### src/rtl/step_sequencer_core.sv
// Step sequencer core: register file, IDLE/RUN/DONE sequencer FSM, step
// timing, step-index stepping (forward/reverse/ping-pong), a gated tone
// generator and LED display.
module step_sequencer_core #(
   parameter int STEPS    = 8,
   parameter int PERIOD_W = 28,
   parameter int TONE_W   = 20
) (
   input  logic                      clk,
   input  logic                      rst,
   input  logic                      we,
   input  logic [1:0]                waddr,
   input  logic [31:0]               wdata,
   input  logic                      run,
   output logic                      snd_out,
   output logic [STEPS-1:0]          led_out,
   output logic [$clog2(STEPS)-1:0]  step_idx,
   output logic                      step_tick,
   output logic                      wrap,
   output logic                      done
);

   localparam int IW = $clog2(STEPS);
   localparam logic [IW-1:0]       LAST_IDX   = IW'(STEPS - 1);
   localparam logic [IW-1:0]       FIRST_IDX  = '0;
   localparam logic [STEPS-1:0]    ONE_HOT0   = STEPS'(1);
   localparam logic [PERIOD_W-1:0] PERIOD_RST = PERIOD_W'(6_250_000);
   localparam logic [TONE_W-1:0]   HALF_RST   = TONE_W'(25_000);

   typedef enum logic [1:0] {
      IDLE = 2'd0,
      RUN  = 2'd1,
      DONE = 2'd2
   } state_t;

   state_t              state;
   logic [STEPS-1:0]    pattern;
   logic [PERIOD_W-1:0] period;
   logic [TONE_W-1:0]   half;
   logic                ctrl_oneshot;
   logic [1:0]          ctrl_gate;
   logic [1:0]          ctrl_dir;

   logic [PERIOD_W-1:0] step_cnt;
   logic [TONE_W-1:0]   tone_cnt;
   logic                tone_sq;
   logic                dir_up;

   logic [PERIOD_W-1:0] len_m1;
   logic [PERIOD_W-1:0] gate_len;
   logic [PERIOD_W-1:0] gate_lim;
   logic                gate_on;
   logic                boundary;
   logic [IW-1:0]       next_idx;
   logic                next_dir_up;
   logic                next_wrap;
   logic                ctrl_wr;

   // Write data bits beyond the configured field widths are intentionally dropped.
   logic unused_wdata;
   assign unused_wdata = ^wdata;

   assign ctrl_wr = we && (waddr == 2'd3);

   // Register file: new values become visible the cycle after the write.
   always_ff @(posedge clk or negedge rst) begin
      if (!rst) begin
         pattern      <= '0;
         period       <= PERIOD_RST;
         half         <= HALF_RST;
         ctrl_oneshot <= 1'b0;
         ctrl_gate    <= 2'd0;
         ctrl_dir     <= 2'd0;
      end else if (we) begin
         case (waddr)
            2'd0: pattern <= wdata[STEPS-1:0];
            2'd1: period  <= wdata[PERIOD_W-1:0];
            2'd2: half    <= wdata[TONE_W-1:0];
            default: begin
               ctrl_oneshot <= wdata[4];
               ctrl_gate    <= wdata[3:2];
               ctrl_dir     <= wdata[1:0];
            end
         endcase
      end
   end

   // Step length, gate window and boundary detect; PERIOD=0 behaves as 1.
   always_comb begin
      len_m1   = (period == '0) ? '0 : period - PERIOD_W'(1);
      gate_len = period >> ctrl_gate;
      gate_lim = (gate_len == '0) ? PERIOD_W'(1) : gate_len;
      gate_on  = (step_cnt < gate_lim);
      boundary = (step_cnt >= len_m1);
   end

   // Next step index, ping-pong direction and wrap flag for the coming advance.
   always_comb begin
      next_idx    = step_idx;
      next_dir_up = dir_up;
      next_wrap   = 1'b0;
      case (ctrl_dir)
         2'd1: begin
            if (step_idx == FIRST_IDX) begin
               next_idx  = LAST_IDX;
               next_wrap = 1'b1;
            end else begin
               next_idx = step_idx - IW'(1);
            end
         end
         2'd2: begin
            if (dir_up) begin
               if (step_idx == LAST_IDX) begin
                  next_idx    = step_idx - IW'(1);
                  next_dir_up = 1'b0;
                  next_wrap   = (next_idx == FIRST_IDX);
               end else begin
                  next_idx = step_idx + IW'(1);
               end
            end else begin
               if (step_idx == FIRST_IDX) begin
                  next_idx    = step_idx + IW'(1);
                  next_dir_up = 1'b1;
               end else begin
                  next_idx  = step_idx - IW'(1);
                  next_wrap = (next_idx == FIRST_IDX);
               end
            end
         end
         default: begin
            if (step_idx == LAST_IDX) begin
               next_idx  = FIRST_IDX;
               next_wrap = 1'b1;
            end else begin
               next_idx = step_idx + IW'(1);
            end
         end
      endcase
   end

   // Sequencer FSM with step counter, tone generator and registered pulses.
   always_ff @(posedge clk or negedge rst) begin
      if (!rst) begin
         state     <= IDLE;
         step_cnt  <= '0;
         step_idx  <= '0;
         tone_cnt  <= '0;
         tone_sq   <= 1'b0;
         dir_up    <= 1'b1;
         step_tick <= 1'b0;
         wrap      <= 1'b0;
      end else begin
         step_tick <= 1'b0;
         wrap      <= 1'b0;
         case (state)
            IDLE: begin
               step_cnt <= '0;
               if (run) begin
                  state    <= RUN;
                  tone_cnt <= '0;
                  tone_sq  <= 1'b0;
               end
            end
            RUN: begin
               if (!run) begin
                  // Stopping wins over a coincident boundary: no advance.
                  state    <= IDLE;
                  step_cnt <= '0;
               end else if (boundary) begin
                  step_cnt  <= '0;
                  step_tick <= 1'b1;
                  step_idx  <= next_idx;
                  dir_up    <= next_dir_up;
                  tone_cnt  <= '0;
                  tone_sq   <= 1'b0;
                  if (next_wrap) begin
                     wrap <= 1'b1;
                     if (ctrl_oneshot) state <= DONE;
                  end
               end else begin
                  step_cnt <= step_cnt + PERIOD_W'(1);
                  if (half == '0) begin
                     tone_cnt <= '0;
                     tone_sq  <= 1'b0;
                  end else if (tone_cnt >= half - TONE_W'(1)) begin
                     tone_cnt <= '0;
                     tone_sq  <= ~tone_sq;
                  end else begin
                     tone_cnt <= tone_cnt + TONE_W'(1);
                  end
               end
            end
            default: begin
               step_cnt <= '0;
               if (!run) state <= IDLE;
            end
         endcase
         // A CTRL write restarts ping-pong travel upward.
         if (ctrl_wr) dir_up <= 1'b1;
      end
   end

   // Output decode from registered state.
   always_comb begin
      snd_out = tone_sq & pattern[step_idx] & gate_on & (state == RUN);
      led_out = pattern | ((state == RUN) ? (ONE_HOT0 << step_idx) : '0);
      done    = (state == DONE);
   end

endmodule

### config.mk
export PLATFORM = sky130hd
export DESIGN_NAME = step_sequencer_core
export DESIGN_NICKNAME = d
export VERILOG_FILES = /design/src/rtl/step_sequencer_core.sv
export SDC_FILE = /design/constraint.sdc
export NUM_CORES = 1
export LEC_CHECK = 0
export CAP_MARGIN = 40
export CORE_UTILIZATION = 45
export DETAILED_ROUTE_END_ITERATION = 8
export GPL_TIMING_DRIVEN = 0
export PLACE_DENSITY_LB_ADDON = 0.2
export SLEW_MARGIN = 20
export SYNTH_ARGS = -nofsm -noshare
export SYNTH_HDL_FRONTEND = slang
export SYNTH_SLANG_ARGS = --single-unit
### constraint.sdc
create_clock -name clk -period 9.6 [get_ports clk]
set_input_delay 1.44 -clock clk [delete_from_list [all_inputs] [get_ports clk]]
set_output_delay 1.44 -clock clk [all_outputs]
set_load 0.01 [all_outputs]
==> summary.txt <==
Floorplanning
  • Chip width: 143.3 um
  • CORE AREA: 19530 um^2
  • Area of the die: 20530 um^2
  • # IOs: 53
  • FP Rows: 51
  • Die H: 143.3 um
  • Initial Util: between 40% and 50%

Yosys
  • Register bit total from synthesis: 118
  • Share of the synthesized area in the top cell type: 27.57%
  • Fraction of registers with async set/reset: 100.0%
  • Top cells by count, synth: dfrtp_1 (99), ha_1 (90), nor2_1 (87)
  • Synthesized area per cell: between 9 and 10 um^2
  • Count of different cell masters after synthesis: 72
  • Cell area after synthesis: between 8000 and 9000 um^2
  • Mapped Cells: 910
  • Top post-synthesis cells by area: dfrtp_1 (28%), ha_1 (13%), mux2_2 (8.3%)
  • Ys flop type: dfrtp_1
  • Number of synthesized flops with an enable pin: 0
  • Top-count cell post-synth: dfrtp_1
  • Sequential area share after synthesis: 33.13%
  • Syn. warnings: 0
  • Syn_nets: about 1000
  • Largest area contributor in the netlist: dfrtp_1

Clocking
  • Clock sink count: 118
  • PostCTS Resize Cnt: 0
  • Clk pin slew, worst setup/hold paths: ~0.05 ns
  • Worst skew pair latency: 0.43 ns
  • Num CTS Buffers: 17
  • Hold_buf cts: 0
  • CTS root buf: clkbuf_16
  • CTS tree: yes
  • H-tree levels: 4
  • Post-CTS Setup Bufs: 0
  • Clock Path Buffers: 2

Outcome
  • Status: complete, no violations

Timing
  • Worst Clk Skew: 0.01360 ns
  • Final Cycle Share: 59.34%
  • Fin crit period: about 5.7 ns
  • Worst Tran Pin Value: 0.7020 ns
  • Final count of hold timing violations: 0
  • Slew headroom: 52.77%
  • Fmax achieved: between 0.15 and 0.2 GHz
  • Setup TNS: 0 ns
  • Slew Viols, Final: 0
  • Setup violation total in the final timing report: 0
  • RSZ-0062 raised after global routing: no

Critical path
  • Crit path kind: flip-flop to output pin
  • CP max FO: 10
  • WP data arrival: about 4.3 ns
  • Worst Path Required: 8.16 ns
  • Crit. End Element: output pin
  • Worst setup SP type: flip-flop

Final layout
  • Finished layout cell area: 10430 um^2
  • Fraction of layout cells with a size suffix above 1: roughly 17%
  • # fillers: ~1800
  • Area growth syn-to-layout: 16.13%
  • Final nets: 1107
  • Util after Layout: 53.43%
  • Inserted Diodes: 0

Routing
  • Post-route ant nets: 0
  • Initial drt markers: 359
  • First-pass iteration count of the detailed router: 5
  • Post-Route WL: 22480 um
  • Via count: 7006
  • DRC: 0
  • DR WL/cell: 17.88 um
  • Vias per cell: around 5.6

Place
  • Hpwl dp: 17360 um
  • I/O Buffers: 48
  • Routability congestion estimate: 0.9139
  • Post-Place Cell Area: 9834 um^2

GRT
  • First-pass GRT wire length: 37210 um
  • Initial antenna violation count: 1
  • Global route overflow: 0
  • Number of global-route vias before repair: between 6000 and 7000
  • Tot GR Track Use: 23.94%
  • Largest net degree at the start of global routing: 64

Power
  • Pleak: roughly 0.0046 uW
  • Peak VDD IR: 0.1241 mV
  • Pwr dens: around 170 nW/um^2

Flow run
  • Max-Cap Viols: 0

Min path
  • Hold Path Class: flip-flop to flip-flop
[metal layers]
layer	vias to the layer above	part of all wire, %	GRT usage (%)	routed length (um)
met1	3373	48	33.18	10690
met2	171	46	36.87	10240
li1	3425	-	-	-
met4	0	2.7	8.735	597
met3	37	4.2	4.932	946
met5	-	0	0	0
[registers in the layout, summed over array words and instances (netlist names)]
signal	count
ctrl_gate	2
ctrl_dir	2
ctrl_oneshot	1
half	20
step_idx	3
period	28
tone_sq	1
step_cnt	28
step_tick	1
dir_up	1
state	2
wrap	1
pattern	8
tone_cnt	20
[power breakdown]
group	switching, uW	internal, uW	leakage (uW)
clock network	235	414	0.000282
registers	67.5	560	0.00147
logic	273	240	0.00287
total	576	1210	0.00463
[cell usage in the layout, fill, tap and decap left out, types with 20 or more instances in the layout]
| cell | instances |
|---|---|
| clkbuf_1 | 20 |
| xor2_1 | 46 |
| nor2_1 | 87 |
| clkdlybuf4s50_1 | 47 |
| mux2_2 | 66 |
| o21ai_0 | 24 |
| inv_1 | 43 |
| a21o_1 | 21 |
| a21oi_1 | 21 |
| nor3_1 | 23 |
| mux2i_1 | 29 |
| nand3_1 | 32 |
| dfrtp_1 | 99 |
| nand2_1 | 75 |
| nand4_1 | 22 |
| ha_1 | 90 |
| xnor2_1 | 37 |
[worst max-delay path: stages, from the launching register on]
cell             delay, ns
dfrtp_1               0.31
clkbuf_1              0.37
clkbuf_1              0.47
mux4_2                0.43
inv_1                 0.08
ha_1                  0.24
a21o_1                0.17
a21o_1                0.17
a21oi_1               0.14
o21ai_0               0.11
a221oi_1              0.36
o221ai_1              0.18
a21oi_1               0.23
clkdlybuf4s50_1       0.58
[final cells by class]
type                            instances  area (um^2)  area share (%)
Inverter                               43        161.4           1.547
Sequential cell                       118         2977           28.53
Clock inverter                         12        152.6           1.463
Timing Repair Buffer                   50        513.0           4.917
Buffer                                 36        185.2           1.775
Clock buffer                           20        446.7           4.281
Multi-Input combinational cell        713         5667           54.31
Tap cell                              265        331.6           3.178
[stage by stage]
stage	total power, uW	hold WS [ns]	worst slack, ns	instances
floorplan	983.8	0.4708	5.442	910
global placement	1134	0.4816	2.289	1223
detailed placement	1143	0.4907	4.355	1225
CTS	1803	0.5033	3.875	1257
global route	1896	0.5198	3.707	1257
finish	1790	0.5019	3.903	1257
[cells by family (layout without fill, tap and decap cells)]
logic type / count (synthesis) / after routing / synth area share (%)
DFF: 118 / 118 / 33.13
adders and majority gates: 90 / 90 / 12.53
buffers and inverters: 79 / 161 / 3.857
and+or+nand+nor: 322 / 322 / 19.04
xor gates and xnor gates: 83 / 83 / 8.091
AOI/OAI and AO/OA: 110 / 110 / 8.592
muxes: 108 / 108 / 14.76
[final timing paths]
path                              start           end  slack (ns)  depth (start not counted)
max in group asynchronous           rst    period[20]        7.85                          2
hold reg to reg            ctrl_oneshot  ctrl_oneshot        0.50                          1
hold / removal             ctrl_oneshot  ctrl_oneshot        0.50                          1
min in group asynchronous           rst  tone_cnt[13]        0.99                          1
setup reg to reg              period[2]   step_idx[0]        5.09                         15
setup / recovery           ctrl_gate[1]       snd_out        3.90                         13
No activity file was read; power rests on OpenSTA's default activity.
